## config.mk

```make
export PLATFORM = sky130hd
export DESIGN_NAME = if_fetch_stage_flat
export DESIGN_NICKNAME = d
export VERILOG_FILES = /design/src/rtl/if_fetch_stage_if.sv /design/src/rtl/if_fetch_stage.sv /design/src/flat_wrapper.sv
export SDC_FILE = /design/constraint.sdc
export NUM_CORES = 1
export LEC_CHECK = 0
export ABC_AREA = 1
export CORE_MARGIN = 2
export CORE_UTILIZATION = 57
export CTS_CLUSTER_DIAMETER = 120
export CTS_CLUSTER_SIZE = 25
export DETAILED_ROUTE_END_ITERATION = 12
export PLACE_DENSITY = 0.91
export SLEW_MARGIN = 20
export SYNTH_ARGS = -nofsm -noshare
export SYNTH_HDL_FRONTEND = slang
export SYNTH_SLANG_ARGS = --single-unit
```

## constraint.sdc

```tcl
create_clock -name clk -period 9.3 [get_ports clk]
set_clock_uncertainty 0.15 [all_clocks]
set_input_delay 1.86 -clock clk [delete_from_list [all_inputs] [get_ports clk]]
set_output_delay 1.86 -clock clk [all_outputs]
set_load 0.01 [all_outputs]
```

## src/rtl/if_fetch_stage_if.sv

```systemverilog
`default_nettype none
// ============================================================================
// Module   : if_fetch_stage_if
// Purpose  : Pipeline-control, instruction-memory and IF/ID bundle of the fetch stage.
// Revision : 1.0 - initial release
// ============================================================================
interface if_fetch_stage_if;
    logic        if_stall;
    logic        if_flush;
    logic        redirect_valid;
    logic [31:0] redirect_pc;
    logic        imem_req_valid;
    logic        imem_req_ready;
    logic [31:0] imem_req_addr;
    logic        imem_rsp_valid;
    logic [31:0] imem_rsp_data;
    logic        id_valid;
    logic [31:0] id_pc;
    logic [31:0] id_instr;

    // master: the fetch stage itself; slave: controller, memory and IF/ID side
    modport master (
        input  if_stall, if_flush, redirect_valid, redirect_pc,
        input  imem_req_ready, imem_rsp_valid, imem_rsp_data,
        output imem_req_valid, imem_req_addr,
        output id_valid, id_pc, id_instr
    );

    modport slave (
        output if_stall, if_flush, redirect_valid, redirect_pc,
        output imem_req_ready, imem_rsp_valid, imem_rsp_data,
        input  imem_req_valid, imem_req_addr,
        input  id_valid, id_pc, id_instr
    );
endinterface
`default_nettype wire

```

## src/rtl/if_fetch_stage.sv

```systemverilog
`default_nettype none
// ============================================================================
// Module   : if_fetch_stage
// Purpose  : RV32 fetch stage: PC owner, in-order imem requests, 2-entry queue.
// Revision : 1.0 - initial release
// ============================================================================
module if_fetch_stage #(
    parameter logic [31:0] RESET_PC = 32'h0000_0000
) (
    input  wire logic       clk,
    input  wire logic       rst_n,
    if_fetch_stage_if.master bus
);
    localparam logic [31:0] c_ADDR_INC = 32'd4;

    logic [31:0] r_pc;
    logic        r_run;
    logic [31:0] r_q_pc    [2];
    logic [31:0] r_q_instr [2];
    logic [1:0]  r_q_filled;
    logic        r_alloc_ptr;
    logic        r_fill_ptr;
    logic        r_head_ptr;
    logic [1:0]  r_count;
    logic [1:0]  r_drop_cnt;

    logic        w_kill;
    logic        w_id_valid;
    logic        w_deq;
    logic        w_req_valid;
    logic        w_accept;
    logic [2:0]  w_occ;
    logic [1:0]  w_filled_cnt;
    logic [1:0]  w_unfilled;
    logic [2:0]  w_kill_drop;

    assign w_kill     = bus.if_flush | bus.redirect_valid;
    // filled bits are cleared whenever an entry leaves the queue, so the head bit alone is enough
    assign w_id_valid = r_q_filled[r_head_ptr] & ~w_kill;
    assign w_deq      = w_id_valid & ~bus.if_stall;

    assign w_occ       = {1'b0, r_count} + {1'b0, r_drop_cnt};
    assign w_req_valid = r_run & ((w_occ < 3'd2) | ((w_occ == 3'd2) & w_deq));
    assign w_accept    = w_req_valid & bus.imem_req_ready;

    assign w_filled_cnt = {1'b0, r_q_filled[0]} + {1'b0, r_q_filled[1]};
    assign w_unfilled   = r_count - w_filled_cnt;
    // every allocated-but-unfilled entry and any same-cycle accept becomes a response to discard
    assign w_kill_drop  = {1'b0, r_drop_cnt} + {1'b0, w_unfilled}
                        + {2'b00, w_accept} - {2'b00, bus.imem_rsp_valid};

    assign bus.imem_req_valid = w_req_valid;
    assign bus.imem_req_addr  = r_pc;
    assign bus.id_valid       = w_id_valid;
    assign bus.id_pc          = r_q_pc[r_head_ptr];
    assign bus.id_instr       = r_q_instr[r_head_ptr];

    always_ff @(posedge clk or negedge rst_n) begin
        if (!rst_n) begin
            r_pc         <= RESET_PC;
            r_run        <= 1'b0;
            r_q_pc[0]    <= 32'h0;
            r_q_pc[1]    <= 32'h0;
            r_q_instr[0] <= 32'h0;
            r_q_instr[1] <= 32'h0;
            r_q_filled   <= 2'b00;
            r_alloc_ptr  <= 1'b0;
            r_fill_ptr   <= 1'b0;
            r_head_ptr   <= 1'b0;
            r_count      <= 2'd0;
            r_drop_cnt   <= 2'd0;
        end else begin
            r_run <= 1'b1;
            if (w_kill) begin
                r_pc        <= {bus.redirect_pc[31:2], 2'b00};
                r_q_filled  <= 2'b00;
                r_alloc_ptr <= 1'b0;
                r_fill_ptr  <= 1'b0;
                r_head_ptr  <= 1'b0;
                r_count     <= 2'd0;
                r_drop_cnt  <= w_kill_drop[1:0];
            end else begin
                if (w_deq) begin
                    r_q_filled[r_head_ptr] <= 1'b0;
                    r_head_ptr             <= ~r_head_ptr;
                end
                // when full with a dequeue, the allocation reuses the slot just vacated
                if (w_accept) begin
                    r_q_pc[r_alloc_ptr]     <= r_pc;
                    r_q_filled[r_alloc_ptr] <= 1'b0;
                    r_alloc_ptr             <= ~r_alloc_ptr;
                    r_pc                    <= r_pc + c_ADDR_INC;
                end
                if (bus.imem_rsp_valid) begin
                    if (r_drop_cnt != 2'd0) begin
                        r_drop_cnt <= r_drop_cnt - 2'd1;
                    end else begin
                        r_q_instr[r_fill_ptr]  <= bus.imem_rsp_data;
                        r_q_filled[r_fill_ptr] <= 1'b1;
                        r_fill_ptr             <= ~r_fill_ptr;
                    end
                end
                r_count <= r_count + {1'b0, w_accept} - {1'b0, w_deq};
            end
        end
    end
endmodule
`default_nettype wire

```

## src/flat_wrapper.sv

```systemverilog
// flat-port wrapper written by rule: the top's interface ports become plain ports
module if_fetch_stage_flat 
#(
    parameter logic [31:0] RESET_PC = 32'h0000_0000
)
  (clk, rst_n, bus_if_stall, bus_if_flush, bus_redirect_valid, bus_redirect_pc, bus_imem_req_ready, bus_imem_rsp_valid, bus_imem_rsp_data, bus_imem_req_valid, bus_imem_req_addr, bus_id_valid, bus_id_pc, bus_id_instr);
  if_fetch_stage_if bus_i ();
  input  wire logic clk;
  input  wire logic rst_n;
  input wire logic [$bits(bus_i.if_stall)-1:0] bus_if_stall;
  input wire logic [$bits(bus_i.if_flush)-1:0] bus_if_flush;
  input wire logic [$bits(bus_i.redirect_valid)-1:0] bus_redirect_valid;
  input wire logic [$bits(bus_i.redirect_pc)-1:0] bus_redirect_pc;
  input wire logic [$bits(bus_i.imem_req_ready)-1:0] bus_imem_req_ready;
  input wire logic [$bits(bus_i.imem_rsp_valid)-1:0] bus_imem_rsp_valid;
  input wire logic [$bits(bus_i.imem_rsp_data)-1:0] bus_imem_rsp_data;
  output wire logic [$bits(bus_i.imem_req_valid)-1:0] bus_imem_req_valid;
  output wire logic [$bits(bus_i.imem_req_addr)-1:0] bus_imem_req_addr;
  output wire logic [$bits(bus_i.id_valid)-1:0] bus_id_valid;
  output wire logic [$bits(bus_i.id_pc)-1:0] bus_id_pc;
  output wire logic [$bits(bus_i.id_instr)-1:0] bus_id_instr;
  assign bus_i.if_stall = bus_if_stall;
  assign bus_i.if_flush = bus_if_flush;
  assign bus_i.redirect_valid = bus_redirect_valid;
  assign bus_i.redirect_pc = bus_redirect_pc;
  assign bus_i.imem_req_ready = bus_imem_req_ready;
  assign bus_i.imem_rsp_valid = bus_imem_rsp_valid;
  assign bus_i.imem_rsp_data = bus_imem_rsp_data;
  assign bus_imem_req_valid = bus_i.imem_req_valid;
  assign bus_imem_req_addr = bus_i.imem_req_addr;
  assign bus_id_valid = bus_i.id_valid;
  assign bus_id_pc = bus_i.id_pc;
  assign bus_id_instr = bus_i.id_instr;
  if_fetch_stage #(.RESET_PC(RESET_PC)) u_core (.clk(clk), .rst_n(rst_n), .bus(bus_i));
endmodule
```

# [Word level (Yosys, flattened, before mapping)]
# Index checks and enable logic that the tools add are counted.
[totals] regBits=170 output_inout_bits=98
[op_classes] n_addsub=10 n_lt_le_gt_ge=12 n_eq_ne=2 muxes=40 bitwise_logic=21 reduce_logical=14
[ops] op="$mux 32" count=10
[ops] op="$bwmux 64" count=2
[ops] op="$demux 32 s1" count=2
[ops] op="$add 32x3->32 const B" count=1
[ops] op="$mux 2" count=11
[ops] op="$mux 1" count=12
[ops] op="$reduce_bool 2->1" count=5
[ops] op="$ge 2x2->1 const B" count=3
[ops] op="$lt 1x2->1 const B" count=3
[ops] op="$not 1->1" count=6
[ops] op="$not 1->2" count=3
[ops] op="$reduce_and 2->1" count=3
[ops] op="$and 1x1->1" count=5
[ops] op="$logic_and 1x1->1" count=5
[ops] op="$add 2x1->2" count=2
[ops] op="$and 2x2->2" count=2
[ops] op="$lt 2x1->1 const B" count=2
[ops] op="$not 2->2" count=2
[ops] op="$sub 2x1->2" count=2
[ops] op="$add 2x2->3" count=1
[ops] op="$demux 1 s1" count=3
[ops] op="$eq 3x2->1 const B" count=1
[ops] op="$ge 1x1->1 const B" count=3
[ops] op="$lt 3x2->1 const B" count=1
[ops] op="8 further kinds" count=9

# [Depth between registers and ports, before layout]
# Gate-level depths: netlist (run 1).
[depth] word_depth=15 mapped_depth=16 ltp_nobuf=15

# [Least setup slack after synthesis (run 1)]
# Ideal clock, no wire load.
[synth_path] path_type="input -> register" startpoint="input port bus_redirect_valid" endpoint="register u_core.r_drop_cnt[1]" setup_ns=0.117 arrival_time_ns=4.517 required_ns=9.033 path_slack_ns=4.516 cell_stages=13 cell_sequence="nor2_4 > nand4_1 > nand2_1 > nand3_4 > clkbuf_1 > fa_1 > fa_1 > fa_1 > or2_2 > nand3_1 > nand3_1 > nand2_1 > nand2_1"
[synth_between] elab_chain_len=11
[synth_lines] item="from (decl)" line="flat_wrapper.sv:12" source="input wire logic [$bits(bus_i.redirect_valid)-1:0] bus_redirect_valid;"
[synth_lines] item="$or 1x1->1 *" line="if_fetch_stage.sv:37" source="assign w_kill = bus.if_flush | bus.redirect_valid;"
[synth_lines] item="$not 1->1 (no source line)"
[synth_lines] item="$and 1x1->1" line="if_fetch_stage.sv:39" source="assign w_id_valid = r_q_filled[r_head_ptr] & ~w_kill;"
[synth_lines] item="$and 1x1->1" line="if_fetch_stage.sv:40" source="assign w_deq = w_id_valid & ~bus.if_stall;"
[synth_lines] item="$and 1x1->1" line="if_fetch_stage.sv:43" source="assign w_req_valid = r_run & ((w_occ < 3'd2) | ((w_occ == 3'd2) & w_deq));"
[synth_lines] item="$or 1x1->1" line="if_fetch_stage.sv:43"
[synth_lines] item="$and 1x1->1" line="if_fetch_stage.sv:43"
[synth_lines] item="$and 1x1->1" line="if_fetch_stage.sv:44" source="assign w_accept = w_req_valid & bus.imem_req_ready;"
[synth_lines] item="$add 2x1->2" line="if_fetch_stage.sv:50" source="+ {2'b00, w_accept} - {2'b00, bus.imem_rsp_valid};"
[synth_lines] item="$sub 2x1->2" line="if_fetch_stage.sv:50"
[synth_lines] item="$mux 2" line="if_fetch_stage.sv:74" source="if (w_kill) begin"
[synth_lines] item="to (signal assigned)" line="if_fetch_stage.sv:81" source="r_drop_cnt <= w_kill_drop[1:0];"
[synth_lines] item="to (signal assigned)" line="if_fetch_stage.sv:96" source="r_drop_cnt <= r_drop_cnt - 2'd1;"
[synth_lines] item="to (decl)" line="if_fetch_stage.sv:25" source="logic [1:0] r_drop_cnt;"
# Mark *: on every way between the ends. The rest lies on a longest branch, timed or not.
# A chain may end at the register's enable or synchronous reset.

# [Worst setup path in the final report (run 1)]
[layout_path] startpoint="input port bus_redirect_valid" endpoint="output port bus_id_valid"
[layout_between] elab_chain_len=3
[layout_lines] item="$or 1x1->1" line="if_fetch_stage.sv:37"
[layout_lines] item="$not 1->1 (no source line)"
[layout_lines] item="$and 1x1->1" line="if_fetch_stage.sv:39"
[layout_lines] item="to (decl)" line="flat_wrapper.sv:19" source="output wire logic [$bits(bus_i.id_valid)-1:0] bus_id_valid;"
# Every way passes these cells.

==> impl_metrics.tcl, run 1 <==
set metrics [dict create \
    core_area_sq_um 15150 \
    drc 0 \
    drt-total-wl_microns 22650 \
    seq_area_sq_um 4106 \
    dp_hpwl_microns 14280 \
    worst_hold_slack_ps 335.6 \
    seq_power_share 0.385 \
    maxCapViolations 0 \
    ys_ff_latch 164 \
    num-fill-cells 1095 \
    power.leakage_nw 5.359 \
    start_util 0.5831 \
    netlist_area_sq_um 8831 \
    vias 8252 \
    grt_max_degree 95 \
    clockBufferDepth 2 \
    drt_iter0_markers 787 \
    cts_tree "yes" \
    worst_pin_slew_ps 1049 \
    max_freq_mhz 153.4 \
    fin_nets 1405 \
    synth_warnings 0 \
    grt_pass1_vias 7799 \
    drive_above_1_share 0.03740 \
    dpl_cell_area_sq_um 10450 \
    post-cts-setup-buffers 0 \
    fin_setup_tns_ps 0 \
    cts_sinks 164 \
    p_sw_frac 0.3344 \
    synth_cell_types 26 \
    worstPathCellList "clkdlybuf4s50_1, nor2_4, inv_2, a21oi_1, clkdlybuf4s50_1" \
    rsz0062_at_grt "no" \
    final_cell_area_sq_um 11080 \
    relSlewSlack 0.2997 \
    antenna_found_initial 0 \
    first_pass_iters 5 \
    required_ps 7290 \
    port_buffers 162 \
    diodes 0 \
    netSwitchingPower_uw 899.5 \
    min_period_ps 6517 \
    overflow 0 \
    numCtsBuffers 17 \
    dp_slack_ps 2852 \
    grt_use_total 0.2818 \
    drv_slew 0 \
    cp_max_fo 43 \
    viasPerCell 5.411 \
    cts_root_buffer "clkbuf_16" \
    place_congestion 0.9265 \
    hp-class "reg -> reg" \
    fin_ws_ps 2783 \
    async_flop_share 1.000 \
    syn_to_final_growth_pct 25.52 \
    pwr-share-comb 0.342 \
    clkTransAtPathRegs_ps 70 \
    worst_path_max_delay_cell "nor2_4" \
    cts_hold_buf 0 \
    ant_nets 0 \
    timing.final.crit_share 0.7008 \
    std_cell_rows 45 \
    cp_num_buf_inv 3 \
    die_w_microns 128.5 \
    worstSetupEndpointType "output port" \
    status "finished, final reports clean" \
    avgSynthCellArea_sq_um 7.341 \
    crit_arrival_ps 4510 \
    path_common_cell "clkdlybuf4s50_1" \
    synth_edf_count 0 \
    irDropWorstVdd_mv 0.1416 \
    pwr-share-clk 0.273 \
    ios 169 \
    multi_input_area_sq_um 3974 \
    grt_pass1_wl_microns 36980 \
    worst_skew_pair.late_latency_ps 430 \
    p_int_mw 1.790 \
    slowest_delay_ps 710 \
    path_class "in -> out" \
    cts_resized 0 \
    power_per_cell_area_nw_per_um2 242.6 \
    final_hold_viol_count 0 \
    yosysSeqAreaShare 0.4647 \
    critical-path-top-delay-family "buffers and inverters" \
    finalSetupViolCount 0 \
    avgRoutedWirePerCell_microns 14.85 \
    synthFlopType "dfrtp_1" \
    synthCells 1203 \
    h-tree-depth 4 \
    critPathLaunchType "primary input" \
    dieArea_sq_um 16500 \
    die_y_microns 128.5 \
    finalPower_mw 2.690 \
]
==> state kept, by name, indices dropped and copies added, names as in the netlist <==
| register | flops |
|---|---|
| u_core.r_q_instr | 64 |
| u_core.r_q_pc | 60 |
| u_core.bus.imem_req_addr | 30 |
| u_core.r_count | 2 |
| u_core.r_drop_cnt | 2 |
| u_core.r_q_filled | 2 |
| u_core.r_alloc_ptr | 1 |
| u_core.r_fill_ptr | 1 |
| u_core.r_head_ptr | 1 |
| u_core.r_run | 1 |
==> routing by layer <==
metal / track usage / wire length (microns) / up-vias
met5: 0 / 0 / -
met4: 0.09632 / 513 / 0
met3: 0.04823 / 1395 / 46
met2: 0.4712 / 11120 / 311
met1: 0.3753 / 9623 / 3894
li1: - / - / 4001
==> synth_stat cells (5+ instances only) <==
cell type | n | area, sq um
ha_1 | 6 | 75.07
nand3_1 | 103 | 515.5
nand4_1 | 5 | 31.28
o21bai_1 | 60 | 450.4
dfrtp_1 | 164 | 4104
nand3b_1 | 10 | 75.07
nand2_1 | 463 | 1738
buf_2 | 6 | 30.03
inv_1 | 126 | 473.0
xnor2_1 | 5 | 43.79
buf_4 | 10 | 75.07
xor2_1 | 10 | 87.58
o21ai_0 | 113 | 565.5
buf_1 | 7 | 26.28
nor2_1 | 52 | 195.2
clkbuf_1 | 45 | 168.9
==> final timing paths <==
| kind | from | to | slack [ps] | cells past startpoint |
|---|---|---|---|---|
| worst max-delay path | bus_redirect_valid | bus_id_valid | 2780 | 5 |
| worst min-delay path | u_core.r_q_instr[42]$_DFFE_PN0P_ | u_core.r_q_instr[42]$_DFFE_PN0P_ | 340 | 2 |
| worst max register to register | u_core.r_head_ptr$_DFFE_PN0P_ | u_core.r_drop_cnt[1]$_DFFE_PN0P_ | 5120 | 14 |
| worst min register to register | u_core.r_q_instr[42]$_DFFE_PN0P_ | u_core.r_q_instr[42]$_DFFE_PN0P_ | 340 | 2 |
| max in group asynchronous | rst_n | u_core.r_q_pc[45]$_DFFE_PN0P_ | 6450 | 2 |
| min in group asynchronous | rst_n | u_core.bus.imem_req_addr[3]$_DFFE_PN0P_ | 1300 | 1 |
==> power groups by stage <==
stage	clock network, mW	registers [mW]	logic (mW)
after CTS	0.736	1.03	0.925
after detailed placement	0	1.04	0.911
final	0.733	1.04	0.920
after floorplan	0	1.01	0.481
after global routing	0.771	1.06	1.02
after global placement	0	1.03	0.886
==> worst reg2reg max path, delay by kind of cell (launching register included) <==
family / cells / cell delay, ps
buffers and inverters: 1 / 710
AND/OR/NAND/NOR: 10 / 1420
flip-flops: 1 / 370
adder cells (fa/ha/maj): 3 / 1410
==> cell families after synthesis <==
logic type	share of synthesized area
and+or+nand+nor	0.2958
adders and majority gates	0.01757
AOI/OAI and AO/OA	0.1173
other	0.0008504
xor gates and xnor gates	0.01488
buffers and inverters	0.08884
DFF	0.4647
==> stage by stage <==
step,cells,utilization
after floorplan,1206,-
after global placement,1493,0.6898
after detailed placement,1493,0.6898
after CTS,1525,0.7308
after global routing,1525,0.7318
final,1525,0.7318
==> cell type report <==
type / count / share of cell area
clock buffer: 18 / 0.03962
clock inverter: 14 / 0.01637
inverter: 129 / 0.04368
multi-input combinational: 845 / 0.3585
sequential: 164 / 0.3705
tap: 188 / 0.02122
timing repair buffer: 167 / 0.1501
==> placed cells by master (no fill, tap or decap), types with 2 or more instances in the layout <==
cell	n
dfrtp_1	162
xor2_1	10
inv_8	4
buf_4	4
nor2_1	52
nor2_4	2
conb_1	5
nand3_1	102
clkbuf_16	17
fa_1	4
clkdlybuf4s50_1	161
bufinv_16	2
o21bai_1	60
dfrtp_2	2
nand2_1	462
nand3b_1	10
inv_6	5
ha_1	6
nand3_4	2
inv_1	126
inv_2	3
buf_6	2
o21ai_0	113
xnor2_1	5
or2_2	2
nand4_1	5
No activity file was read; power rests on OpenSTA's default activity.
==> run 2, diff against run 1 <==
Settings changed: CORE_UTILIZATION 57 to 48, PLACE_DENSITY 0.91 to 0.83.
Clock period 9.3 ns to 5.3 ns, I/O delays scaled along.
==> run 2 against run 1 <==
Sequential share of layout area is 0.12 points lower. Flip-flop and latch count stayed put. Sequential power is 75% higher. Setup slack worse by 1600 ps. Hold slack worse by 3.0 ps. Die area is 18% higher. Critical path type is now reg -> reg. Largest power group unchanged.
==> impl_metrics.tcl, run 2 (synthesis gave the netlist of run 1 again) <==
set metrics [dict create \
    worst_path_max_delay_cell "buf_4" \
    cts_tree "yes" \
    overflow 0 \
    timing.final.crit_share 0.7777 \
    irDropWorstVdd_mv 0.2420 \
    finalPower_mw 4.671 \
    grt_pass1_wl_microns 37550 \
    worst_skew_pair.late_latency_ps 430 \
    final_hold_viol_count 0 \
    r2r_end "u_core.r_drop_cnt[1]$_DFFE_PN0P_" \
    r2r_start "u_core.r_head_ptr$_DFFE_PN0P_" \
    hp-class "reg -> reg" \
    p_sw_frac 0.3322 \
    cp_max_fo 94 \
    power_per_cell_area_nw_per_um2 419.8 \
    maxCapViolations 0 \
    worstPathCellList "buf_4, nand2_1, nand2_1, nand4_1, nand2_1, nand3_4, fa_1, fa_1, fa_1, or2_2, nand3_1, nand3_1, nand2_1, nand2_1" \
    grt_use_total 0.2360 \
    cts_resized 0 \
    start_util 0.4899 \
    worstHoldStart "u_core.r_q_instr[21]$_DFFE_PN0P_" \
    clkTransAtPathRegs_ps 70 \
    antenna_found_initial 0 \
    port_buffers 162 \
    std_cell_rows 49 \
    diodes 0 \
    cts_sinks 164 \
    grt_max_degree 95 \
    slowest_delay_ps 700 \
    relSlewSlack 0.2820 \
    grt_pass1_vias 7659 \
    pwr-share-comb 0.341 \
    r2r_setup_slack_ps 1180 \
    worstSetupEndpointType "flip-flop" \
    worst_pin_slew_ps 1077 \
    die_y_microns 139.6 \
    rsz0062_at_grt "no" \
    required_ps 5460 \
    first_pass_iters 5 \
    critPathLaunchType "flip-flop" \
    layout_commonest_cell "nand2_1" \
    num-fill-cells 1548 \
    dp_hpwl_microns 14910 \
    power.leakage_nw 5.360 \
    netSwitchingPower_mw 1.552 \
    drv_slew 0 \
    seq_power_share 0.390 \
    layout_common_cells "nand2_1 (462), dfrtp_1 (162), clkdlybuf4s50_1 (161), inv_1 (126), o21ai_0 (113)" \
    cts_root_buffer "clkbuf_16" \
    drc 0 \
    clockBufferDepth 2 \
    max_freq_mhz 242.6 \
    p_int_mw 3.119 \
    avgRoutedWirePerCell_microns 14.39 \
    post-cts-setup-buffers 0 \
    pwr-share-clk 0.269 \
    fin_nets 1407 \
    core_area_sq_um 18020 \
    h-tree-depth 4 \
    largest_register "u_core.r_q_instr" \
    drt_iter0_markers 843 \
    numCtsBuffers 17 \
    ios 169 \
    viasPerCell 5.198 \
    reg2reg_depth 14 \
    finalSetupViolCount 0 \
    ant_nets 0 \
    die_w_microns 139.6 \
    syn_to_final_growth_pct 25.99 \
    vias 8150 \
    path_class "reg -> reg" \
    crit_arrival_ps 4290 \
    drive_above_1_share 0.03883 \
    dieArea_sq_um 19500 \
    path_common_cell "nand2_1" \
    min_period_ps 4122 \
    holdPathEnd "u_core.r_q_instr[21]$_DFFE_PN0P_" \
    fin_setup_tns_ps 0 \
    drt-total-wl_microns 22560 \
    cts_hold_buf 0 \
    status "finished, final reports clean" \
    min_path_cells 2 \
    largest_reg_flops 64 \
    place_congestion 0.9001 \
]
-- run 2: cell types whose count changed in the layout (fill, tap and decap cells not counted), sizes merged --
cell      change
buf           +2
clkinv        +3
clkinvlp      -1
clkbuf        -1
inv           -1
-- run 2: worst max-delay path by stage --
stage                                       endpoint                           from  slack, ps
floorplan           u_core.r_drop_cnt[1]$_DFFE_PN0P_             bus_redirect_valid       1320
global placement    u_core.r_drop_cnt[1]$_DFFE_PN0P_             bus_redirect_valid        940
global route        u_core.r_drop_cnt[1]$_DFFE_PN0P_  u_core.r_head_ptr$_DFFE_PN0P_        830
CTS                 u_core.r_drop_cnt[1]$_DFFE_PN0P_  u_core.r_head_ptr$_DFFE_PN0P_       1130
finish              u_core.r_drop_cnt[1]$_DFFE_PN0P_  u_core.r_head_ptr$_DFFE_PN0P_       1180
detailed placement  u_core.r_drop_cnt[1]$_DFFE_PN0P_             bus_redirect_valid        880
-- run 2: worst max-delay path, delay by kind of cell (launching register included) --
family	cells	cell delay, ps
buffers and inverters	1	700
DFF	1	370
and+or+nand+nor	10	1370
adders and majority gates	3	1430
-- run 2: area by class of cell --
type                       instances  area, sq um  area share
multi-input combinational        845         3974      0.3572
sequential                       164         4109      0.3693
tap                              229        286.5     0.02575
clock inverter                    15        171.4     0.01541
clock buffer                      17        425.4     0.03824
inverter                         129        484.2     0.04352
timing repair buffer             169         1675      0.1506
-- run 2: metal layers --
layer / part of all wire / GRT usage / routed length, microns / vias to the layer above
met2: 0.47 / 0.3689 / 10690 / 307
met4: 0.027 / 0.08737 / 614 / 0
met5: 0 / 0 / 0 / -
li1: - / - / - / 4006
met3: 0.060 / 0.04474 / 1358 / 43
met1: 0.44 / 0.3294 / 9892 / 3794
-- run 2: stage by stage --
stage | setup WS [ps] | cells | hold WS (ps) | utilization | area [sq um]
after floorplan | 1316 | 1206 | 303.4 | - | 8842
after global placement | 937.4 | 1536 | 315.5 | 0.5833 | 10510
after detailed placement | 883.0 | 1536 | 323.2 | 0.5833 | 10510
after CTS | 1134 | 1568 | 340.2 | 0.6164 | 11110
after global routing | 833.6 | 1568 | 356.6 | 0.6172 | 11130
final | 1178 | 1568 | 332.6 | 0.6172 | 11130
-- run 2: power by group through the flow --
stage / Combinational (mW) / Sequential [mW] / Clock (mW)
2_1_floorplan: 0.845 / 1.78 / 0
3_3_place_gp: 1.56 / 1.82 / 0
3_5_place_dp: 1.60 / 1.84 / 0
4_1_cts: 1.61 / 1.82 / 1.27
5_1_grt: 1.78 / 1.86 / 1.33
6_report: 1.59 / 1.82 / 1.26
==> run 3, diff against run 2 <==
Settings changed: CORE_UTILIZATION 48 to 53, PLACE_DENSITY 0.83 to 0.86.
Clock period 5.3 ns to 4.25 ns, I/O delays scaled along.
==> run 3 against run 2 <==
Design area is 0.63% higher. Sequential power is 25% higher. Flip-flop and latch count stayed put. Clock-buffer cell count stayed put. Highest routed layer unchanged. Largest power group unchanged.
==> impl_metrics.tcl, run 3 (synthesis gave the netlist of run 1 again) <==
set metrics [dict create \
    fin_util 0.6824 \
    die_w_microns 133.1 \
    min_period_ps 3648 \
    ios 169 \
    layout_common_cells "nand2_1 (462), dfrtp_1 (162), clkdlybuf4s50_1 (161), inv_1 (126), o21ai_0 (113)" \
    num-fill-cells 1283 \
    hp-class "in -> async" \
    drc 0 \
    clockBufferDepth 2 \
    fin_nets 1413 \
    grt_use_total 0.2658 \
    h-tree-depth 4 \
    seq_area_sq_um 4106 \
    worst_pin_slew_ps 1068 \
    cts_tree "yes" \
    drive_above_1_share 0.04312 \
    largest_reg_flops 64 \
    layout_commonest_cell "nand2_1" \
    path_class "in -> out" \
    fin_setup_tns_ps 0 \
    max_freq_mhz 274.1 \
    clkTransAtPathRegs_ps 70 \
    timing.final.crit_share 0.8583 \
    vias 8297 \
    numCtsBuffers 17 \
    drv_slew 0 \
    power.leakage_nw 5.390 \
    port_buffers 162 \
    dp_hpwl_microns 14740 \
    cts_resized 0 \
    viasPerCell 5.302 \
    worst_skew_pair.late_latency_ps 430 \
    cts_hold_buf 0 \
    rsz0062_at_grt "no" \
    avgRoutedWirePerCell_microns 14.53 \
    core_area_sq_um 16410 \
    drt-total-wl_microns 22730 \
    ant_nets 0 \
    drt_iter0_markers 790 \
    final_hold_viol_count 0 \
    diodes 0 \
    std_cell_rows 47 \
    cts_sinks 164 \
    largest_register "u_core.r_q_instr" \
    place_congestion 0.8735 \
    syn_to_final_growth_pct 26.78 \
    status "finished, final reports clean" \
    grt_pass1_vias 7817 \
    power_per_cell_area_nw_per_um2 524.5 \
    finalSetupViolCount 0 \
    multi_input_area_sq_um 3961 \
    cts_root_buffer "clkbuf_16" \
    post-cts-setup-buffers 0 \
    overflow 0 \
    start_util 0.5382 \
    irDropWorstVdd_mv 0.3239 \
    cp_max_fo 36 \
    crit_arrival_ps 2650 \
    grt_max_degree 93 \
    critPathLaunchType "primary input" \
    relSlewSlack 0.2870 \
    worstSetupEndpointType "output port" \
    maxCapViolations 0 \
    grt_pass1_wl_microns 38040 \
    dieArea_sq_um 17710 \
    first_pass_iters 5 \
    antenna_found_initial 0 \
    required_ps 3250 \
    die_y_microns 133.1 \
]
## run 3: cell types whose count changed in the layout (fill, tap and decap cells not counted), sizes merged
cell / previous run / this run
clkinv: 5 / 3
buf: 8 / 14
inv: 137 / 138
clkinvlp: 0 / 1
## run 3: per-stage QoR
| stage | cells | hold slack, ps | instance area (sq um) | total power, mW | setup WS [ps] |
|---|---|---|---|---|---|
| 2_1_floorplan | 1206 | 303.4 | 8842 | 3.268 | 475.8 |
| 5_1_grt | 1565 | 365.2 | 11200 | 6.233 | 526.3 |
| 3_5_place_dp | 1533 | 322.9 | 10590 | 4.295 | 286.7 |
| 6_report | 1565 | 336.1 | 11200 | 5.872 | 602.3 |
| 4_1_cts | 1565 | 340.1 | 11200 | 5.897 | 601.7 |
| 3_3_place_gp | 1533 | 315.7 | 10590 | 4.216 | 335.6 |
## run 3: layer usage
layer  wire length (microns)  vias up  GRT usage
li1                        -     4015          -
met1                    9659     3905     0.3726
met2                   10990      322     0.4159
met3                    1413       55    0.03870
met4                     675        0     0.1123
met5                       0        -          0
## run 3: layout make-up
cell class / instances / share of cell area
Sequential cell: 164 / 0.3668
Multi-Input combinational cell: 845 / 0.3538
Inverter: 129 / 0.04325
Clock buffer: 17 / 0.03800
Clock inverter: 15 / 0.01654
Tap cell: 220 / 0.02459
Timing Repair Buffer: 175 / 0.1570
## run 3: final timing paths
| kind | from | end | slack (ps) | cells past startpoint |
|---|---|---|---|---|
| max reg2reg | u_core.r_drop_cnt[0]$_DFFE_PN0P_ | u_core.r_drop_cnt[1]$_DFFE_PN0P_ | 760 | 12 |
| min reg2reg | u_core.r_q_instr[48]$_DFFE_PN0P_ | u_core.r_q_instr[48]$_DFFE_PN0P_ | 340 | 2 |
| min | rst_n | u_core.bus.imem_req_addr[3]$_DFFE_PN0P_ | 340 | 1 |
| max | bus_redirect_valid | bus_id_valid | 600 | 6 |
| min in group clk | u_core.r_q_instr[48]$_DFFE_PN0P_ | u_core.r_q_instr[48]$_DFFE_PN0P_ | 340 | 2 |
| max in group asynchronous | rst_n | u_core.r_q_instr[55]$_DFFE_PN0P_ | 2730 | 2 |
## run 3: critical path, stage by stage
cell	delay, ps
clkdlybuf4s50_1	440
nor2_4	130
buf_4	370
inv_2	80
a21oi_1	180
clkdlybuf4s50_1	590
## run 3: where the power goes
part	switching, mW	internal, mW	total (mW)
combinational	0.981	1.03	2.01
sequential	0.282	1.98	2.27
clock	0.702	0.894	1.60
